===== config.mk =====
export PLATFORM = sky130hd
export DESIGN_NAME = wishbone_regbank_responder
export DESIGN_NICKNAME = d
export VERILOG_FILES = /design/src/rtl/wb_pkg.sv /design/src/rtl/wb_byte_lane_reg.sv /design/src/rtl/wishbone_regbank_responder.sv
export SDC_FILE = /design/constraint.sdc
export NUM_CORES = 1
export LEC_CHECK = 0
export ABC_AREA = 1
export BUFFER_PORTS_ARGS = -buffer_cell sky130_fd_sc_hd__buf_2
export CELL_PAD_IN_SITES_DETAIL_PLACEMENT = 1
export CELL_PAD_IN_SITES_GLOBAL_PLACEMENT = 2
export CORE_ASPECT_RATIO = 0.8
export CORE_MARGIN = 2
export CORE_UTILIZATION = 36
export CTS_CLUSTER_DIAMETER = 60
export DETAILED_ROUTE_END_ITERATION = 10
export PLACE_DENSITY = 0.78
export SLEW_MARGIN = 15
export SYNTH_ARGS = -nofsm -noshare
export SYNTH_HDL_FRONTEND = slang
export SYNTH_HIERARCHICAL = 1
export SYNTH_SLANG_ARGS = --single-unit

===== constraint.sdc =====
create_clock -name in_clock -period 3.19 [get_ports in_clock]
set_clock_uncertainty 0.2 [all_clocks]
set_input_delay 0 -clock in_clock [delete_from_list [all_inputs] [get_ports in_clock]]
set_output_delay 0 -clock in_clock [all_outputs]
set_load 0.01 [all_outputs]

===== src/rtl/wb_pkg.sv =====
// Shared definitions for the Wishbone register-bank responder and the bridge benches:
// FSM encoding, fixed register indices and the byte-lane merge helper.
package wb_pkg;

  typedef enum logic [1:0] {
    S_IDLE = 2'd0,
    S_WAIT = 2'd1,
    S_ACK  = 2'd2,
    S_ERR  = 2'd3
  } wb_state_t;

  localparam int unsigned REG_ID    = 32'd0;
  localparam int unsigned REG_COUNT = 32'd1;
  localparam int unsigned REG_CTRL  = 32'd2;

  // Byte n of the result comes from new_word when sel[n] is set, else from old_word.
  function automatic logic [31:0] merge_bytes(
    input logic [31:0] old_word,
    input logic [31:0] new_word,
    input logic [3:0]  sel
  );
    logic [31:0] merged;
    for (int i = 0; i < 4; i++) begin
      merged[8*i +: 8] = sel[i] ? new_word[8*i +: 8] : old_word[8*i +: 8];
    end
    return merged;
  endfunction

endpackage


===== src/rtl/wb_byte_lane_reg.sv =====
// 32-bit register with per-byte write enables; one instance backs each read/write word.
module wb_byte_lane_reg
  import wb_pkg::*;
(
  input  logic        clk,
  input  logic        rst_n,
  input  logic [3:0]  be,
  input  logic [31:0] d,
  output logic [31:0] q
);

  // Selected byte lanes take the new data, the others hold.
  always_ff @(posedge clk or negedge rst_n) begin
    if (!rst_n) begin
      q <= 32'h0000_0000;
    end else begin
      q <= merge_bytes(q, d, be);
    end
  end

endmodule


===== src/rtl/wishbone_regbank_responder.sv =====
// Wishbone classic responder: ID word, free-running counter word and byte-writable words,
// with fixed wait states and exactly one registered ack or err per accepted request.
module wishbone_regbank_responder
  import wb_pkg::*;
#(
  parameter int          ADR_WIDTH   = 22,
  parameter int          NUM_REGS    = 16,
  parameter int          WAIT_STATES = 1,
  parameter logic [31:0] ID_VALUE    = 32'h4550_0001,
  // Counter value after reset; stays zero except where a bench needs to reach the wrap quickly.
  parameter logic [31:0] COUNT_INIT  = 32'h0000_0000
) (
  input  logic                 in_clock,
  input  logic                 in_reset_n,
  input  logic                 in_wb_cyc,
  input  logic                 in_wb_stb,
  input  logic                 in_wb_we,
  input  logic [ADR_WIDTH-1:0] in_wb_adr,
  input  logic [3:0]           in_wb_sel,
  input  logic [31:0]          in_wb_wdat,
  output logic                 out_wb_ack,
  output logic                 out_wb_err,
  output logic [31:0]          out_wb_rdat,
  output logic [31:0]          out_ctrl
);

  localparam logic [3:0]           WAIT_LOAD    = 4'(WAIT_STATES);
  localparam logic [ADR_WIDTH-1:0] NUM_REGS_ADR = ADR_WIDTH'(NUM_REGS);
  localparam logic [ADR_WIDTH-1:0] LAST_RO_ADR  = ADR_WIDTH'(REG_COUNT);

  wb_state_t              state_r, state_s;
  logic [3:0]             wait_r, wait_s;
  logic                   capture_s, term_s;
  logic                   cap_we_r;
  logic [ADR_WIDTH-1:0]   cap_adr_r;
  logic [3:0]             cap_sel_r;
  logic [31:0]            cap_wdat_r;
  logic [31:0]            count_r;
  logic                   ack_r, err_r;
  logic [31:0]            rdat_r;
  logic                   req_we_s;
  logic [ADR_WIDTH-1:0]   req_adr_s;
  logic [3:0]             req_sel_s;
  logic [31:0]            req_wdat_s;
  logic                   is_err_s, wr_en_s;
  logic [31:0]            rd_word_s;
  logic [31:0]            word_s [NUM_REGS];

  // With no wait states the request terminates on its capture edge, so decode the live bus then.
  assign req_we_s   = (state_r == S_IDLE) ? in_wb_we   : cap_we_r;
  assign req_adr_s  = (state_r == S_IDLE) ? in_wb_adr  : cap_adr_r;
  assign req_sel_s  = (state_r == S_IDLE) ? in_wb_sel  : cap_sel_r;
  assign req_wdat_s = (state_r == S_IDLE) ? in_wb_wdat : cap_wdat_r;

  assign is_err_s = (req_adr_s >= NUM_REGS_ADR) || (req_we_s && (req_adr_s <= LAST_RO_ADR));
  assign wr_en_s  = term_s && !is_err_s && req_we_s;

  assign word_s[REG_ID]    = ID_VALUE;
  assign word_s[REG_COUNT] = count_r;

  for (genvar i = REG_CTRL; i < NUM_REGS; i++) begin : g_rw
    logic [3:0] be_s;
    assign be_s = (wr_en_s && (req_adr_s == ADR_WIDTH'(i))) ? req_sel_s : 4'b0000;
    wb_byte_lane_reg u_word (
      .clk   (in_clock),
      .rst_n (in_reset_n),
      .be    (be_s),
      .d     (req_wdat_s),
      .q     (word_s[i])
    );
  end

  assign out_ctrl = word_s[REG_CTRL];

  // Full-address compare, so out-of-range addresses never alias onto a real word.
  always_comb begin
    rd_word_s = 32'h0000_0000;
    for (int i = 0; i < NUM_REGS; i++) begin
      rd_word_s = (req_adr_s == ADR_WIDTH'(i)) ? word_s[i] : rd_word_s;
    end
  end

  // Next-state logic: accept in IDLE, count down wait states, abort if cyc drops.
  always_comb begin
    state_s   = state_r;
    wait_s    = wait_r;
    capture_s = 1'b0;
    term_s    = 1'b0;
    case (state_r)
      S_IDLE: begin
        if (in_wb_cyc && in_wb_stb) begin
          capture_s = 1'b1;
          if (WAIT_STATES > 0) begin
            state_s = S_WAIT;
            wait_s  = WAIT_LOAD;
          end else begin
            term_s  = 1'b1;
            state_s = is_err_s ? S_ERR : S_ACK;
          end
        end else begin
          state_s = S_IDLE;
        end
      end
      S_WAIT: begin
        if (!in_wb_cyc) begin
          state_s = S_IDLE;
          wait_s  = 4'd0;
        end else if (wait_r <= 4'd1) begin
          term_s  = 1'b1;
          wait_s  = 4'd0;
          state_s = is_err_s ? S_ERR : S_ACK;
        end else begin
          wait_s  = wait_r - 4'd1;
        end
      end
      S_ACK, S_ERR: state_s = S_IDLE;
      default:      state_s = S_IDLE;
    endcase
  end

  // State, capture, counter and registered bus responses.
  always_ff @(posedge in_clock or negedge in_reset_n) begin
    if (!in_reset_n) begin
      state_r    <= S_IDLE;
      wait_r     <= 4'd0;
      cap_we_r   <= 1'b0;
      cap_adr_r  <= '0;
      cap_sel_r  <= 4'b0000;
      cap_wdat_r <= 32'h0000_0000;
      count_r    <= COUNT_INIT;
      ack_r      <= 1'b0;
      err_r      <= 1'b0;
      rdat_r     <= 32'h0000_0000;
    end else begin
      state_r <= state_s;
      wait_r  <= wait_s;
      count_r <= count_r + 32'd1;
      ack_r   <= term_s && !is_err_s;
      err_r   <= term_s && is_err_s;
      if (capture_s) begin
        cap_we_r   <= in_wb_we;
        cap_adr_r  <= in_wb_adr;
        cap_sel_r  <= in_wb_sel;
        cap_wdat_r <= in_wb_wdat;
      end
      if (term_s && is_err_s) begin
        rdat_r <= 32'h0000_0000;
      end else if (term_s && !req_we_s) begin
        rdat_r <= rd_word_s;
      end
    end
  end

  assign out_wb_ack  = ack_r;
  assign out_wb_err  = err_r;
  assign out_wb_rdat = rdat_r;

endmodule


# After elaboration in Yosys (flattened, before gate mapping)
# Index checks and enable logic that the tools add are counted.
word_totals:
  inputBits: 63
  ff_bits: 579
  wordCells: 170
  output_inout_bits: 66
classes:
  order_cmp: 3
  eq_ne: 20
  add_sub_neg: 2
  reduce_logical: 29
  n_mux: 50
op_table:
  columns: ["op", "n"]
  rows:
  - ["$mux 32", 18]
  - ["$eq 22x4->1 const B", 8]
  - ["$eq 22x3->1 const B", 4]
  - ["$mux 4", 18]
  - ["$eq 22x2->1 const B", 2]
  - ["$add 32x1->32 const B", 1]
  - ["$mux 31", 1]
  - ["$eq 22x1->1 const B", 1]
  - ["$ge 22x5->1 const B", 1]
  - ["$le 22x1->1 const B", 1]
  - ["$logic_not 22->1", 1]
  - ["$mux 22", 1]
  - ["$logic_and 1x1->1", 20]
  - ["$mux 1", 8]
  - ["$pmux 4 s2", 1]
  - ["$pmux 2 s3", 1]
  - ["$eq 2x2->1 const B", 2]
  - ["$le 4x1->1 const B", 1]
  - ["$mux 2", 2]
  - ["$reduce_bool 2->1", 2]
  - ["$sub 4x1->4 const B", 1]
  - ["$ne 3x3->1 const B", 1]
  - ["$eq 2x1->1 const B", 1]
  - ["$logic_not 1->1", 2]
  - ["other kinds (5)", 5]

# Longest topological paths before layout
depth:
  depth_word: 21
  depth_mapped: 20
  ltp_nobuf: 20

# Hierarchy
# The synthesis kept the hierarchy.
by_module_without_submodules:
  columns: ["mod", "cells_per_inst", "seq_area_each_um2", "instances", "area_each_um2"]
  rows:
  - ["wb_byte_lane_reg", 136, 800.8, 14, 1221.2]
  - ["wishbone_regbank_responder", 1760, 3278.1, 1, 10515.1]

# Least setup slack after synthesis
# Ideal clock, no wire load.
synth_timing:
  path_type: "register to register"
  startpoint: "reg state_r[0]"
  endpoint: "reg g_rw[10].u_word.q[0]"
  t_arrival_ps: 2348
  stages_incl_launch_ff: 19
  synth_period_minus_slack_ps: 2668
  setup_time_ps: 119
  path_slack_ps: 522
  path_buffers: 4
  required_time_ps: 2871
  cell_sequence: "dfrtp_1 -> nor2_4 -> buf_6 -> nand2_1 -> o21ai_1 -> nand3_1 -> nor2_4 -> buf_6 -> o211ai_2 -> nor3_2 -> nand2_1 -> inv_2 -> buf_4 -> nand2_1 -> nor2_1 -> buf_6 -> inv_2 -> nand2_1 -> nand2_1"
synth_via:
  elab_chain_cells: 10
  word_cells_on_any_way: 17
  classes_between: "2 x order compare; 2 x eq/ne; 6 x mux; 7 x reduce/logical"
synth_lines:
  columns: ["element", "line", "text"]
  rows:
  - ["from (decl)", "wishbone_regbank_responder.sv:31", "wb_state_t state_r, state_s;"]
  - ["from (signal assigned)", "wishbone_regbank_responder.sv:135", "state_r <= state_s;"]
  - ["$logic_not 2->1", null, null]
  - ["$mux 22", "wishbone_regbank_responder.sv:51", "assign req_adr_s = (state_r == S_IDLE) ? in_wb_adr : cap_adr_r;"]
  - ["$le 22x1->1", "wishbone_regbank_responder.sv:55", "assign is_err_s = (req_adr_s >= NUM_REGS_ADR) || (req_we_s && (req_adr_s <= LAST_RO_ADR));"]
  - ["$logic_and 1x1->1", "wishbone_regbank_responder.sv:55", null]
  - ["$logic_or 1x1->1", "wishbone_regbank_responder.sv:55", null]
  - ["$logic_not 1->1", "wishbone_regbank_responder.sv:56", "assign wr_en_s = term_s && !is_err_s && req_we_s;"]
  - ["$logic_and 1x1->1 (2 in series)", "wishbone_regbank_responder.sv:56", null]
  - ["$logic_and 1x1->1", "wishbone_regbank_responder.sv:63", "assign be_s = (wr_en_s && (req_adr_s == ADR_WIDTH'(i))) ? req_sel_s : 4'b0000;"]
  - ["$mux 4 *", "wishbone_regbank_responder.sv:63", null]
  - ["net g_rw[10].be_s[0]", "wishbone_regbank_responder.sv:62", "logic [3:0] be_s;"]
  - ["to (signal assigned)", "wb_byte_lane_reg.sv:17", "q <= merge_bytes(q, d, be);"]
  - ["to (decl)", "wb_byte_lane_reg.sv:9", "output logic [31:0] q"]
# The timed path passes the listed nets; every way through them passes the cells marked *.
# A chain may end at the register's enable or synchronous reset.

# Worst setup path after layout
layout_timing:
  startpoint: "reg state_r[1]"
  endpoint: "reg g_rw[15].u_word.q[2]"
layout_via:
  elab_chain_cells: 10
  word_cells_on_any_way: 17
  classes_between: "2 x order compare; 2 x eq/ne; 6 x mux; 7 x reduce/logical"
layout_lines:
  columns: ["element", "line"]
  rows:
  - ["$logic_not 2->1", null]
  - ["$mux 22", "wishbone_regbank_responder.sv:51"]
  - ["$le 22x1->1", "wishbone_regbank_responder.sv:55"]
  - ["$logic_and 1x1->1", "wishbone_regbank_responder.sv:55"]
  - ["$logic_or 1x1->1", "wishbone_regbank_responder.sv:55"]
  - ["$logic_not 1->1", "wishbone_regbank_responder.sv:56"]
  - ["$logic_and 1x1->1 (2 in series)", "wishbone_regbank_responder.sv:56"]
  - ["$logic_and 1x1->1", "wishbone_regbank_responder.sv:63"]
  - ["$mux 4 *", "wishbone_regbank_responder.sv:63"]
  - ["net g_rw[15].be_s[0]", "wishbone_regbank_responder.sv:62"]
  - ["to (signal assigned)", "wb_byte_lane_reg.sv:17"]
  - ["to (decl)", "wb_byte_lane_reg.sv:9"]
# Marked as above.

==> impl_results.md <==
- Peak supply drop: 0.000367 V
- Fin crit period: 3.08 ns
- Status: complete, no violations
- Final HPWL DP: 66000 um
- Nets: 4148
- Max FO, Critical Path: 8
- Initial Utilization: 36.5%
- Clock tree from TritonCTS: done
- Most frequent cells in the layout: nand2_1 (1941), dfrtp_1 (578), inv_1 (234)
- Highest-delay cell along the critical path: dfrtp_2
- Critical path class: register to register
- Final period utilization: 96.5%
- Sw Share: 32.1%
- Clock Pin Slew Worst Setup and Hold Paths: 0.06 ns
- Flop pwr share: 39.7%
- Synthesized net count: 3730
- PortBufs: 128
- Num CTS Buffers: 68
- FMAX: 325 MHz
- Final slew viol count: 0
- Clock H-tree levels: 3
- Fin cells: 5139
- DRT iter0 DRCs: 1477
- Post-Synthesis Cell Area: 27600 um2
- Vias in the first global route: 25600
- Routed vias/inst: 4.77
- Combinational share of power: 21.8%
- Placed cells: 4916
- Leak: 18.4 nW
- Filler cells: 9375
- Die width: 314 um
- Total number of vias: 24500
- First-pass GRT wire length: 147000 um
- Crit end category: register
- Commonest non-fill, non-tap cell in the layout: nand2_1
- Internal power: 13.6 mW
- Cell row count: 90
- Antenna viol nets, final: 0
- Slew @ Worst Pin: 1.02 ns
- Sw power: 6.45 mW
- RSZ-0062 raised after global routing: yes
- Final WL: 91800 um
- Power Dens Cells: 579 nW/um2
- Final setup fails: 0
- Synthesized area per cell: 7.54 um2
- Fin worst setup slack: 0.112 ns
- Die area: 78900 um2
- GP Congestion: 0.850
- Req. time, crit path: 3.48 ns
- Hold crit path type: primary input to register
- Max Cap Viol: 0
- Largest stage delay, worst path: 0.44 ns
- Placed standard-cell area: 31000 um2
- Hold WS: 0.0290 ns
- All-Layer GR Usage: 23.8%
- Flops & latches, synth: 579
- Residual DRC count: 0
- Netlist cell types: 34
- Gr ovfl total: 0
- P&R area growth vs syn: 25.5%
- Cells after synthesis: 3664
- Sequential cell area fraction in the yosys report: 52.5%
- Final Hold Vio Count: 0
- Clock Path Buffers: 3
- Routed WL per cell: 17.9 um
- Clk root buf: clkbuf_16
- Share of cells above drive strength 1: 16.9%
- Die span in y: 252 um
- Final Total Pwr: 20.1 mW
- Core area: 75700 um2
- Worst slew margin: 32.1%
- Worst skew pair latency: 0.61 ns
- I/O Pins: 129
- Clk sinks: 579
- Clock power share: 38.5%
- Final Cell Area: 34700 um2
- Critical Path AT: 3.37 ns
- Largest net degree at the start of global routing: 107
- Initial antenna violation count: 1
- Critical Path Start Type: register
- Synth warn: 6
- CP Cell Sequence: nor2_4 -> buf_12 -> buf_6 -> nand2_1 -> nor2_2 -> buf_4 -> nor2_4 -> nor2_2 -> nand2_2 -> nor2_4 -> inv_2 -> nor2_1 -> nand2_2 -> nor2_4 -> buf_4 -> inv_2 -> nand2_1 -> nand2_1
- Pre-CTS setup slack: -0.147 ns
- Top cell by count, worst path: nor2_4
- First-pass DRT Iterations: 5
-- cells by family after synthesis --
logic type / Yosys count / share of synthesized area [%]
buf+inv: 439 / 7.69
flops: 579 / 52.5
simple gates: 2417 / 34.8
compound gates: 183 / 3.39
mux: 13 / 0.530
xor+xnor: 30 / 0.952
fa+ha+maj: 3 / 0.136
-- flip-flops by register name (all words and copies together) (netlist names) --
| name | cells |
|---|---|
| g_rw.u_word/q | 448 |
| cap_wdat_r | 32 |
| count_r | 32 |
| out_wb_rdat | 32 |
| cap_adr_r | 22 |
| cap_sel_r | 4 |
| wait_r | 4 |
| state_r | 2 |
| cap_we_r | 1 |
| out_wb_ack | 1 |
| out_wb_err | 1 |
-- final timing paths --
kind / startpoint / endpoint / slack, ns / cells past startpoint
worst min-delay path: in_wb_wdat[2] / cap_wdat_r[2] / 0.03 / 4
max in group asynchronous: in_reset_n / out_wb_rdat[12] / 1.70 / 5
worst max-delay path: state_r[1] / g_rw[15].u_word/q[2] / 0.11 / 18
worst min register to register: g_rw[3].u_word/q[24] / g_rw[3].u_word/q[24] / 0.27 / 2
min in group asynchronous: in_reset_n / cap_adr_r[8] / 0.39 / 4
worst max register to register: state_r[1] / g_rw[15].u_word/q[2] / 0.11 / 18
-- Yosys cell counts --
| master | n | area, um2 |
|---|---|---|
| a21oi_1 | 58 | 290 |
| buf_1 | 4 | 15.0 |
| buf_2 | 19 | 95.1 |
| buf_4 | 4 | 30.0 |
| buf_6 | 58 | 653 |
| clkbuf_1 | 46 | 173 |
| dfrtp_1 | 579 | 14500 |
| ha_1 | 3 | 37.5 |
| inv_1 | 237 | 890 |
| inv_2 | 71 | 267 |
| mux2_2 | 13 | 146 |
| nand2_1 | 1961 | 7360 |
| nand2_2 | 7 | 43.8 |
| nand3_1 | 42 | 210 |
| nand3_2 | 4 | 40.0 |
| nand3_4 | 2 | 35.0 |
| nand3b_1 | 1 | 7.51 |
| nand4_1 | 103 | 644 |
| nand4_2 | 1 | 12.5 |
| nor2_1 | 254 | 953 |
| nor2_2 | 12 | 75.1 |
| nor2_4 | 11 | 124 |
| nor3_1 | 13 | 65.1 |
| nor3_2 | 2 | 20.0 |
| nor3b_1 | 1 | 7.51 |
| nor4_1 | 2 | 12.5 |
| o211ai_2 | 1 | 12.5 |
| o21ai_0 | 105 | 526 |
| o21ai_1 | 15 | 75.1 |
| o21ai_2 | 3 | 26.3 |
| o22ai_1 | 1 | 6.26 |
| or2_2 | 1 | 6.26 |
| xnor2_1 | 9 | 78.8 |
| xor2_1 | 21 | 184 |
-- layer usage --
| metal | vias to the layer above | GRT usage [%] | wire length, um |
|---|---|---|---|
| met5 | - | 0 | 0 |
| met4 | 0 | 5.65 | 1860 |
| met3 | 119 | 2.82 | 2340 |
| met2 | 251 | 39.0 | 42800 |
| met1 | 12100 | 33.8 | 44700 |
| li1 | 12000 | - | - |
-- power by group through the flow --
| stage | registers (mW) | clock network (mW) | logic, mW |
|---|---|---|---|
| floorplan | 8.03 | 0 | 1.91 |
| global placement | 8.07 | 0 | 4.02 |
| detailed placement | 8.09 | 0 | 4.07 |
| CTS | 7.96 | 7.95 | 4.20 |
| global route | 8.01 | 8.20 | 4.79 |
| finish | 7.97 | 7.73 | 4.37 |
-- stage by stage --
| step | TNS [ns] | utilization [%] |
|---|---|---|
| floorplan | 0 | - |
| CTS | 0 | 45.1 |
| detailed placement | -2.26 | 41.0 |
| global route | -1.41 | 45.8 |
| global placement | -0.451 | 41.0 |
| finish | 0 | 45.8 |
-- layout make-up --
class	instances	area, um2	share of cell area [%]
antenna	1	2.50	0.00722
clock buffer	99	1990	5.75
clock inverter	15	163	0.469
inverter	308	1160	3.35
multi-input combinational	2646	11300	32.7
sequential	579	14500	41.8
tap	1012	1270	3.65
timing repair buffer	479	4250	12.3
-- worst max-delay path: cells and delay by family (launching register included) --
family,cells,cell delay (ns)
simple gates,12,1.61
flops,1,0.44
buf+inv,6,0.71
-- timing repair --
action / in CTS / in global routing
gates resized for setup: 13 / 98
setup endpoints to repair: 43 / 479
hold buffers: 88 / 0
pin swaps: 1 / 40
endpoints found under the hold margin: 1081 / 0
buffers inserted: 1 / 19
(Power assumes the default switching activity.)
